### src/rtl/aes_key_pkg.sv
// Shared definitions for the AES key loader: key-length codes, FSM encodings
// and the beat-count helper used to find the terminal count of a load.
package aes_key_pkg;

  localparam int AES_MAX_KEY_W = 256;

  localparam logic [1:0] KL_128 = 2'b00;
  localparam logic [1:0] KL_192 = 2'b01;
  localparam logic [1:0] KL_256 = 2'b10;
  localparam logic [1:0] KL_BAD = 2'b11;

  typedef enum logic [1:0] {
    ST_IDLE = 2'b00,
    ST_LOAD = 2'b01,
    ST_DONE = 2'b10
  } state_t;

  // Number of din beats that make up a key of the given length code.
  function automatic int key_beats(input logic [1:0] len_code, input int din_w);
    case (len_code)
      KL_128:  return 128 / din_w;
      KL_192:  return 192 / din_w;
      KL_256:  return AES_MAX_KEY_W / din_w;
      default: return 0;
    endcase
  endfunction

endpackage

### src/rtl/aes_key_shreg.sv
// Key assembly shift register: new beats enter at the LSB end so the first
// beat received ends up most significant once the load completes.
module aes_key_shreg #(
  parameter int KEY_W = 256,
  parameter int DIN_W = 8
) (
  input  logic             clk,
  input  logic             rst,
  input  logic             clr,
  input  logic             en,
  input  logic [DIN_W-1:0] din,
  output logic [KEY_W-1:0] q
);

  always_ff @(posedge clk) begin
    if (rst || clr) begin
      q <= '0;
    end else if (en) begin
      q <= {q[KEY_W-DIN_W-1:0], din};
    end
  end

endmodule

### src/rtl/aes_key_loader.sv
// Serial key-load front end: collects a 128/192/256-bit key in DIN_W beats
// under valid/ready and flags completion with the active-low key_ok_.
//
// state | meaning
// IDLE  | no load in progress, waiting for cmd_sk
// LOAD  | accepting beats until the terminal count
// DONE  | key complete and held, key_ok_ low
module aes_key_loader
  import aes_key_pkg::*;
#(
  parameter int DIN_W = 8,
  parameter int KEY_W = 256
) (
  input  logic             clk,
  input  logic             rst,
  input  logic             cmd_sk,
  input  logic [1:0]       key_len,
  input  logic [DIN_W-1:0] din,
  input  logic             din_valid,
  output logic             din_ready,
  output logic [KEY_W-1:0] key,
  output logic [1:0]       key_len_o,
  output logic             key_ok_,
  output logic             len_err
);

  localparam int CNT_W = $clog2(AES_MAX_KEY_W / DIN_W) + 1;

  state_t           state;
  logic [CNT_W-1:0] cnt;
  logic [CNT_W-1:0] last_cnt;
  logic             accept;
  logic             sr_clr;

  // A restart command wins over a beat presented in the same cycle.
  assign accept   = din_valid & din_ready & ~cmd_sk;
  assign last_cnt = CNT_W'(key_beats(key_len_o, DIN_W) - 1);
  // An illegal code while idle leaves the key untouched; anywhere else it clears.
  assign sr_clr   = cmd_sk & ((key_len != KL_BAD) | (state != ST_IDLE));

  aes_key_shreg #(
    .KEY_W(KEY_W),
    .DIN_W(DIN_W)
  ) u_shreg (
    .clk(clk),
    .rst(rst),
    .clr(sr_clr),
    .en (accept),
    .din(din),
    .q  (key)
  );

  always_ff @(posedge clk) begin
    if (rst) begin
      state     <= ST_IDLE;
      cnt       <= '0;
      key_len_o <= KL_128;
      din_ready <= 1'b0;
      key_ok_   <= 1'b1;
      len_err   <= 1'b0;
    end else begin
      len_err <= 1'b0;
      if (cmd_sk) begin
        cnt     <= '0;
        key_ok_ <= 1'b1;
        if (key_len == KL_BAD) begin
          len_err   <= 1'b1;
          state     <= ST_IDLE;
          din_ready <= 1'b0;
        end else begin
          state     <= ST_LOAD;
          key_len_o <= key_len;
          din_ready <= 1'b1;
        end
      end else if (accept) begin
        if (cnt == last_cnt) begin
          state     <= ST_DONE;
          din_ready <= 1'b0;
          key_ok_   <= 1'b0;
        end else begin
          cnt <= cnt + 1'b1;
        end
      end
    end
  end

endmodule

### config.mk
export PLATFORM = sky130hd
export DESIGN_NAME = aes_key_loader
export DESIGN_NICKNAME = d
export VERILOG_FILES = /design/src/rtl/aes_key_pkg.sv /design/src/rtl/aes_key_shreg.sv /design/src/rtl/aes_key_loader.sv
export SDC_FILE = /design/constraint.sdc
export NUM_CORES = 1
export LEC_CHECK = 0
export CORE_MARGIN = 3
export CORE_UTILIZATION = 47
export DETAILED_ROUTE_END_ITERATION = 8
export GPL_TIMING_DRIVEN = 0
export PLACE_DENSITY = 0.8
export REMOVE_ABC_BUFFERS = 1
export SLEW_MARGIN = 0
export SYNTH_ARGS = -nofsm -noshare
export SYNTH_HDL_FRONTEND = slang
export SYNTH_SLANG_ARGS = --single-unit
### constraint.sdc
create_clock -name clk -period 2.12 [get_ports clk]
set_input_delay 0.318 -clock clk [delete_from_list [all_inputs] [get_ports clk]]
set_output_delay 0.318 -clock clk [all_outputs]
set_load 0.02 [all_outputs]
==> results of run 1 <==
logic make-up after synthesis:
family | count (synthesis) | share of synthesized area [%]
AND/OR/NAND/NOR | 548 | 22.7
AO/OA/AOI/OAI | 269 | 14.8
flip-flops | 268 | 57.7
buffers and inverters | 89 | 3.99
multiplexers | 6 | 0.646
adder cells (fa/ha/maj) | 1 | 0.134
cell usage after synthesis, drive strengths merged:
| master | instances | area share, % |
|---|---|---|
| nand2 | 524 | 21 |
| dfxtp | 268 | 58 |
| a21oi | 261 | 14 |
| clkbuf | 49 | 2.0 |
| buf | 38 | 1.9 |
| mux2i | 6 | 0.65 |
| or3 | 5 | 0.34 |
| nand4 | 3 | 0.20 |
| nor2 | 3 | 0.12 |
| nor2b | 3 | 0.20 |
| a21boi | 2 | 0.16 |
| inv | 2 | 0.081 |
| nand3b | 2 | 0.16 |
| nor3 | 2 | 0.11 |
| nor3b | 2 | 0.16 |
| a211o | 1 | 0.094 |
| a311oi | 1 | 0.16 |
| a32o | 1 | 0.11 |
| and3b | 1 | 0.094 |
| and4 | 1 | 0.094 |
| ha | 1 | 0.13 |
| nand2b | 1 | 0.067 |
| nand3 | 1 | 0.054 |
| o21ai | 1 | 0.054 |
| o21ba | 1 | 0.11 |
| o31ai | 1 | 0.081 |
routing by layer:
layer | track usage (%) | vias to the layer above | wire length [um] | part of all wire, %
li1 | - | 4302 | - | -
met1 | 26.9 | 3892 | 9910 | 39
met2 | 36.9 | 290 | 11800 | 47
met5 | 0 | - | 0 | 0
met3 | 9.50 | 43 | 2860 | 11
met4 | 6.44 | 0 | 620 | 2.5
stage by stage:
| step | area [um2] | setup slack [ps] |
|---|---|---|
| floorplan | 8940 | -4450 |
| global placement | 12000 | -8290 |
| detailed placement | 12400 | -774 |
| CTS | 13400 | 42.3 |
| global route | 13400 | 61.7 |
| finish | 13400 | 161 |
what timing repair did:
| item | in CTS | in global routing |
|---|---|---|
| gates cloned | 3 | 0 |
| gates resized for setup | 1 | 3 |
| buffers inserted | 4 | 0 |
| pin swaps | 1 | 0 |
| setup endpoints to repair | 89 | 76 |
| endpoints found under the hold margin | 0 | 0 |
registers in the layout (all words and copies together) (netlist names):
signal,count
cnt,6
key_len_o,2
key_ok_,1
len_err,1
state,2
u_shreg.q,256
final cells by class:
| type | instances | area, um2 |
|---|---|---|
| Multi-Input combinational cell | 827 | 3610 |
| Clock inverter | 13 | 144 |
| Inverter | 2 | 7.51 |
| Sequential cell | 268 | 5370 |
| Clock buffer | 35 | 736 |
| Fill cell | 1502 | 5700 |
| Tap cell | 260 | 325 |
| Timing Repair Buffer | 297 | 3190 |
where the power goes:
part / internal, mW / total [mW] / switching, mW
Clock: 2.80 / 4.71 / 1.91
Sequential: 5.04 / 5.05 / 0.00991
Combinational: 0.107 / 0.344 / 0.237
Total: 7.95 / 10.1 / 2.15
how the worst max path moves through the flow:
stage          startpoint  cells past startpoint  slack, ps        endpoint
2_1_floorplan    state[0]                      3      -4450          cnt[0]
3_3_place_gp       cmd_sk                      4      -8290          cnt[0]
3_5_place_dp       cmd_sk                      8       -770  u_shreg.q[186]
4_1_cts          state[0]                      1         40       din_ready
5_1_grt               rst                      6         60  u_shreg.q[158]
6_report         state[0]                      1        160       din_ready
==> impl_metrics.yaml, run 1 <==
status:
  status: "complete, no violations"
sta:
  hold_ws_ps: 338
  fin_setup_tns_ps: 0
  slew_violations: 0
  clock_skew_ps: 9.73
  setup_viol_count_final: 0
  rsz0062_at_grt: "no"
  worstMarginPinSlew_ps: 819
  post-route-period-util_pct: 92.4
  fin_crit_ps: 1960
  clock.fmax_mhz: 510
  slew_headroom_pct: 45.4
  finalHoldViolations: 0
power:
  leakagePower_nw: 4.23
  peakVddDrop_mv: 0.601
  p_per_area_mw_per_mm2: 755
  power_mw: 10.1
layout:
  final_cell_mix: "nand2_1 (523), clkdlybuf4s50_1 (273), dfxtp_1 (267), a21oi_1 (261), clkbuf_16 (27)"
  final_common_cell: "nand2_1"
  syn2layout_area_growth_pct: 43.9
  final_cell_count_no_fill: 1702
  final_util_pct: 70.1
  nets: 1438
  drive_above_1_share_pct: 5.06
  antennaDiodeCount: 0
worst_hold_path:
  hold_path.class: "in2reg"
  hold_start: "din[2]"
  min_delay_worst_endpoint: "u_shreg.q[2]"
  hold_depth: 3
placed_design:
  dp_hpwl_mm: 16.6
  placed_cells: 1647
  place.gp.congestion: 0.755
  port_buffers: 274
global_route:
  grt_max_degree: 92
  grt_usage_pct: 22.4
  grt_first_pass_wirelength_mm: 40.5
  grt.overflow.total: 0
  antenna_found_initial: 0
  grt_pass1_vias: 7897
setup_path:
  cp.required_ps: 1800
  crit_arrival_ps: 1640
  r2r_start: "cnt[0]"
  critical_path_class: "reg2out"
  rrSetupSlack_ps: 180
  r2r_cells: 5
  crit_buf_inv: 1
  cp-end-kind: "output pin"
  r2r_end: "key_ok_"
  cp_max_fo: 8
  max_stage_delay_ps: 650
  cp_slowest_cell: "clkdlybuf4s50_1"
  crit_chain: "clkdlybuf4s50_1"
  crit_family: "buffers and inverters"
  start_kind: "flop"
die:
  fp-row-count: 50
  io_pins: 275
  start_util_pct: 48.8
  dieArea_mm2: 0.0215
  die_y_um: 147
  die_x_um: 147
  core_mm2: 0.0191
synthesis:
  yosysSeqAreaShare_pct: 57.7
  synthCells: 1181
  syn_area_mm2: 0.00930
  ys_ff_latch: 268
  synth_cell_type_count: 27
  avgSynthCellArea_um2: 7.88
  yosys_warnings: 0
drt:
  post_drt_wl_per_cell_um: 14.8
  ant_nets: 0
  drc: 0
  drt-pass1-iter-count: 5
  drt_iter0_drc: 516
  num_vias: 8527
  routed_wl_mm: 25.2
  routed_via_density: 5.01
clock_tree:
  cts_inserted_buffers: 27
  cts_hold_buf: 0
  cts.sinks: 268
  cts.clk_slew.worst_paths_ps: 60
  cts.path.max_buffers: 3
  cts_tree: "built"
  cts_root_buf: "clkbuf_16"
  clkLatencyLatePin_ps: 520
  htreeDepth: 1
run:
  maxCapViolCount: 0
Power figures use the tool's default switching activity.
==> inputs of run 2 (changes only) <==
--- a/config.mk
+++ b/config.mk
@@ -5,11 +5,15 @@
 export SDC_FILE = /design/constraint.sdc
 export NUM_CORES = 1
 export LEC_CHECK = 0
+export CELL_PAD_IN_SITES_DETAIL_PLACEMENT = 0
+export CELL_PAD_IN_SITES_GLOBAL_PLACEMENT = 2
 export CORE_MARGIN = 3
-export CORE_UTILIZATION = 47
+export CORE_UTILIZATION = 27
+export CTS_BUF_LIST = sky130_fd_sc_hd__clkbuf_4 sky130_fd_sc_hd__clkbuf_8
 export DETAILED_ROUTE_END_ITERATION = 8
+export GPL_ROUTABILITY_DRIVEN = 0
 export GPL_TIMING_DRIVEN = 0
-export PLACE_DENSITY = 0.8
+export PLACE_DENSITY_LB_ADDON = 0.1
 export REMOVE_ABC_BUFFERS = 1
 export SLEW_MARGIN = 0
 export SYNTH_ARGS = -nofsm -noshare
==> run 2 against run 1 <==
Sequential share of layout area decreased by 1.2 points. First-iteration DRC count decreased by 7.6%. Combinational power increased by 6.1%. Routed wire length increased by 12%. Flip-flop and latch count unchanged.
==> impl_metrics.yaml, run 2 (same netlist as run 1, synthesis figures left out) <==
status:
  status: "complete, no violations"
global_route:
  grt_first_pass_wirelength_mm: 44.0
  use_met2_pct: 21.3
  grt_usage_pct: 14.9
  grt_use_met3_pct: 6.57
  grt_max_degree: 77
  grt_pass1_vias: 7918
  grt.overflow.total: 0
  grt.busiest_layer: "met2"
  grt_util_met1_pct: 20.0
  antenna_found_initial: 0
sta:
  clock_skew_ps: 13.8
  rsz0062_at_grt: "no"
  fin_crit_ps: 2000
  slew_headroom_pct: 54.1
  worstMarginPinSlew_ps: 686
  slew_violations: 0
  clock.fmax_mhz: 500
  finalHoldViolations: 0
  hold_ws_ps: 245
  setup_viol_count_final: 0
  fin_setup_tns_ps: 0
  layout_setup_ws_ps: 121
  post-route-period-util_pct: 94.3
placed_design:
  postPlaceCellArea_mm2: 0.0127
  place_ws_ps: -1290
  port_buffers: 274
  dp_hpwl_mm: 18.1
drt:
  num_vias: 8444
  routed_wl_mm: 28.2
  ant_nets: 0
  drt_iter0_drc: 477
  post_drt_wl_per_cell_um: 14.6
  drt-pass1-iter-count: 5
  routed_via_density: 4.38
  drc: 0
die:
  core_mm2: 0.0338
  die_y_um: 192
  fp-row-count: 67
  die_x_um: 192
  start_util_pct: 27.5
  dieArea_mm2: 0.0367
  io_pins: 275
setup_path:
  cp-end-kind: "output pin"
  critical_path_class: "reg2out"
  max_stage_delay_ps: 660
  cp.required_ps: 1800
  crit_family: "buffers and inverters"
  cp_max_fo: 6
  start_kind: "flop"
  crit_arrival_ps: 1680
  cp_slowest_cell: "clkdlybuf4s50_1"
  crit_chain: "clkdlybuf4s50_1"
  crit_buf_inv: 1
clock_tree:
  cts.sinks: 268
  cts.path.max_buffers: 3
  cts_hold_buf: 0
  cts_tree: "built"
  cts_root_buf: "clkbuf_8"
  htreeDepth: 2
  cts.clk_slew.worst_paths_ps: 50
  clkLatencyLatePin_ps: 560
  cts_inserted_buffers: 49
power:
  leakagePower_nw: 4.35
  peakVddDrop_mv: 0.389
  p_per_area_mw_per_mm2: 764
worst_hold_path:
  hold_path.class: "in2reg"
layout:
  final_util_pct: 40.9
  syn2layout_area_growth_pct: 48.4
  design_area_mm2: 0.0138
  nets: 1457
  largest_reg_flops: 256
  final_common_cell: "nand2_1"
  regMostFlops: "u_shreg.q"
  antennaDiodeCount: 0
  drive_above_1_share_pct: 7.84
  final_cell_mix: "nand2_1 (523), clkdlybuf4s50_1 (272), dfxtp_1 (268), a21oi_1 (261), clkbuf_8 (62)"
  reg_top3: "u_shreg.q x256, cnt x6"
run:
  maxCapViolCount: 0
run 2: cell count changes in the layout (fill, tap and decap cells not counted), moves of 2 or more:
cell       change
clkbuf_8      +59
clkbuf_16     -27
clkbuf_4      +23
clkinv_2       -7
clkbuf_1       -5
buf_4          -3
bufinv_16      -3
and3b_1        -2
buf_16         +2
run 2: what timing repair did:
item | 4_1_cts | 5_1_grt
gates cloned | 1 | 0
buffers inserted | 1 | 0
gates resized for setup | 3 | 3
setup endpoints to repair | 159 | 147
pin swaps | 1 | 0
run 2: routing by layer:
layer,part of all wire (%),wire length (um)
met1,46,13100
met2,42,11800
met3,9.6,2710
met4,2.2,612
met5,0,0
run 2: layout make-up:
type	instances	area [um2]
clock inverter	3	17.5
tap	448	561
multi-input combinational	825	3610
inverter	2	7.51
clock buffer	85	1030
fill	3565	20000
sequential	268	5370
timing repair buffer	296	3220
run 2: path summary, 6_finish.rpt:
path	start	to	slack, ps	cells after the start
worst min register to register	u_shreg.q[252]	u_shreg.q[252]	450	2
worst max-delay path	state[0]	din_ready	120	1
worst min-delay path	rst	len_err	240	2
worst max register to register	state[0]	u_shreg.q[79]	140	5
run 2: per-stage QoR:
stage,power [mW],std cells
floorplan,5.31,1094
global placement,5.46,1816
detailed placement,5.52,1837
CTS,10.8,1927
global route,11.0,1927
finish,10.5,1927
run 2: where the power goes:
group	switching, mW	leakage (nW)	internal [mW]
combinational	0.254	1.63	0.111
sequential	0.00714	2.16	5.05
clock	2.11	0.560	3.01
total	2.37	4.35	8.17
==> inputs of run 3 (changes only) <==
--- a/config.mk
+++ b/config.mk
@@ -14,7 +14,6 @@
 export GPL_ROUTABILITY_DRIVEN = 0
 export GPL_TIMING_DRIVEN = 0
 export PLACE_DENSITY_LB_ADDON = 0.1
-export REMOVE_ABC_BUFFERS = 1
 export SLEW_MARGIN = 0
 export SYNTH_ARGS = -nofsm -noshare
 export SYNTH_HDL_FRONTEND = slang
==> constraint.sdc (replaced) <==
create_clock -name clk -period 2.2 [get_ports clk]
set_input_delay 0.33 -clock clk [delete_from_list [all_inputs] [get_ports clk]]
set_output_delay 0.33 -clock clk [all_outputs]
set_load 0.02 [all_outputs]
==> run 3 against run 2 <==
Clock skew is 6.7 ps higher. Worst setup slack better by 130 ps. Die area stayed put. Register-to-register slack better by 170 ps. Largest cell class unchanged.
==> impl_metrics.yaml, run 3 (same netlist as run 1, synthesis figures left out) <==
die:
  die_x_um: 192
  core_mm2: 0.0338
  fp-row-count: 67
  die_y_um: 192
  io_pins: 275
  dieArea_mm2: 0.0367
  start_util_pct: 27.5
clock_tree:
  cts.clk_slew.worst_paths_ps: 60
  cts_resized: 0
  cts_hold_buf: 0
  cts_tree: "built"
  cts_inserted_buffers: 49
  htreeDepth: 2
  cts_root_buf: "clkbuf_8"
  cts.path.max_buffers: 3
  cts.sinks: 268
  cts_setup_buffers: 0
  clkLatencyLatePin_ps: 550
setup_path:
  crit_chain: "clkdlybuf4s50_1"
  max_stage_delay_ps: 700
  crit_buf_inv: 1
  start_kind: "flop"
  cp.required_ps: 1870
  critical_path_class: "reg2out"
  cp_slowest_cell: "clkdlybuf4s50_1"
  cp-end-kind: "output pin"
  cp_max_fo: 3
  crit_arrival_ps: 1610
  cp.depth: 1
  r2r_cells: 5
  crit_family: "buffers and inverters"
global_route:
  grt_pass1_vias: 8650
  grt_first_pass_wirelength_mm: 48.4
  antenna_found_initial: 0
  grt_usage_pct: 16.5
  grt.overflow.total: 0
  grt_max_degree: 12
placed_design:
  dp_hpwl_mm: 23.1
  place_ws_ps: -288
  port_buffers: 274
drt:
  num_vias: 8711
  drt-pass1-iter-count: 6
  drc: 0
  post_drt_wl_per_cell_um: 15.9
  routed_wl_mm: 31.5
  routed_via_density: 4.39
  ant_nets: 0
  drt_iter0_drc: 234
power:
  p_per_area_mw_per_mm2: 724
  peakVddDrop_mv: 0.334
  leakagePower_nw: 4.27
  power_mw: 9.81
layout:
  final_cell_mix: "nand2_1 (524), clkdlybuf4s50_1 (274), dfxtp_1 (268), a21oi_1 (261), clkbuf_8 (56)"
  final_common_cell: "nand2_1"
  largest_reg_flops: 256
  antennaDiodeCount: 0
  reg_top3: "u_shreg.q x256, cnt x6"
  n_fill_cell: 3605
  syn2layout_area_growth_pct: 45.7
  nets: 1521
  drive_above_1_share_pct: 7.30
  regMostFlops: "u_shreg.q"
status:
  status: "complete, no violations"
sta:
  fin_crit_ps: 1940
  slew_headroom_pct: 58.8
  finalHoldViolations: 0
  setup_viol_count_final: 0
  layout_setup_ws_ps: 256
  rsz0062_at_grt: "no"
  worstMarginPinSlew_ps: 616
  fin_setup_tns_ps: 0
  slew_violations: 0
  clock_skew_ps: 20.6
  post-route-period-util_pct: 88.4
  clock.fmax_mhz: 514
run:
  maxCapViolCount: 0
worst_hold_path:
  hold_depth: 3
  hold_path.class: "in2reg"
synthesis:
  synth_nets: 1196
==> run 3: changes by cell type in the layout (fill, tap and decap cells not counted), moves of 2 or more <==
| cell | delta |
|---|---|
| clkbuf_1 | +49 |
| buf_2 | +30 |
| buf_16 | -12 |
| buf_1 | +8 |
| buf_8 | -8 |
| clkbuf_8 | -6 |
| clkdlybuf4s50_1 | +2 |
==> run 3: worst paths after layout <==
check                       from             to  slack [ps]
setup reg to reg        state[0]  u_shreg.q[65]         310
hold reg to reg         state[1]       state[1]         450
hold / removal            din[6]   u_shreg.q[6]         330
setup / recovery  u_shreg.q[247]       key[247]         260
==> run 3: area by class of cell <==
| class | count | area [um2] | share of cell area, % |
|---|---|---|---|
| buffer | 87 | 364 | 2.69 |
| multi-input combinational | 824 | 3570 | 26.3 |
| inverter | 2 | 7.51 | 0.0554 |
| tap | 448 | 561 | 4.14 |
| clock inverter | 1 | 5.00 | 0.0369 |
| timing repair buffer | 274 | 2740 | 20.2 |
| sequential | 268 | 5370 | 39.6 |
| clock buffer | 79 | 943 | 6.96 |
==> run 3: metrics by stage <==
stage | std cells | hold WS [ps] | area, um2 | util, %
6_report | 1983 | 334 | 13600 | 40.1
5_1_grt | 1983 | 332 | 13600 | 40.1
4_1_cts | 1983 | 301 | 13600 | 40.1
3_5_place_dp | 1903 | 446 | 12600 | 37.3
3_3_place_gp | 1903 | 436 | 12600 | 37.3
2_1_floorplan | 1181 | 424 | 9300 | -
==> run 3: report_power, final <==
group          leakage (nW)  internal [mW]  switching, mW
Combinational          1.60         0.0742          0.232
Sequential             2.16           4.86        0.00691
Clock                 0.512           2.67           1.96
==> run 3: layer usage <==
layer,vias up,wire [um],global-route usage (%)
met4,0,711,4.85
met1,3969,14200,21.3
met5,-,0,0
met3,50,2710,6.41
li1,4478,-,-
met2,214,13800,25.7
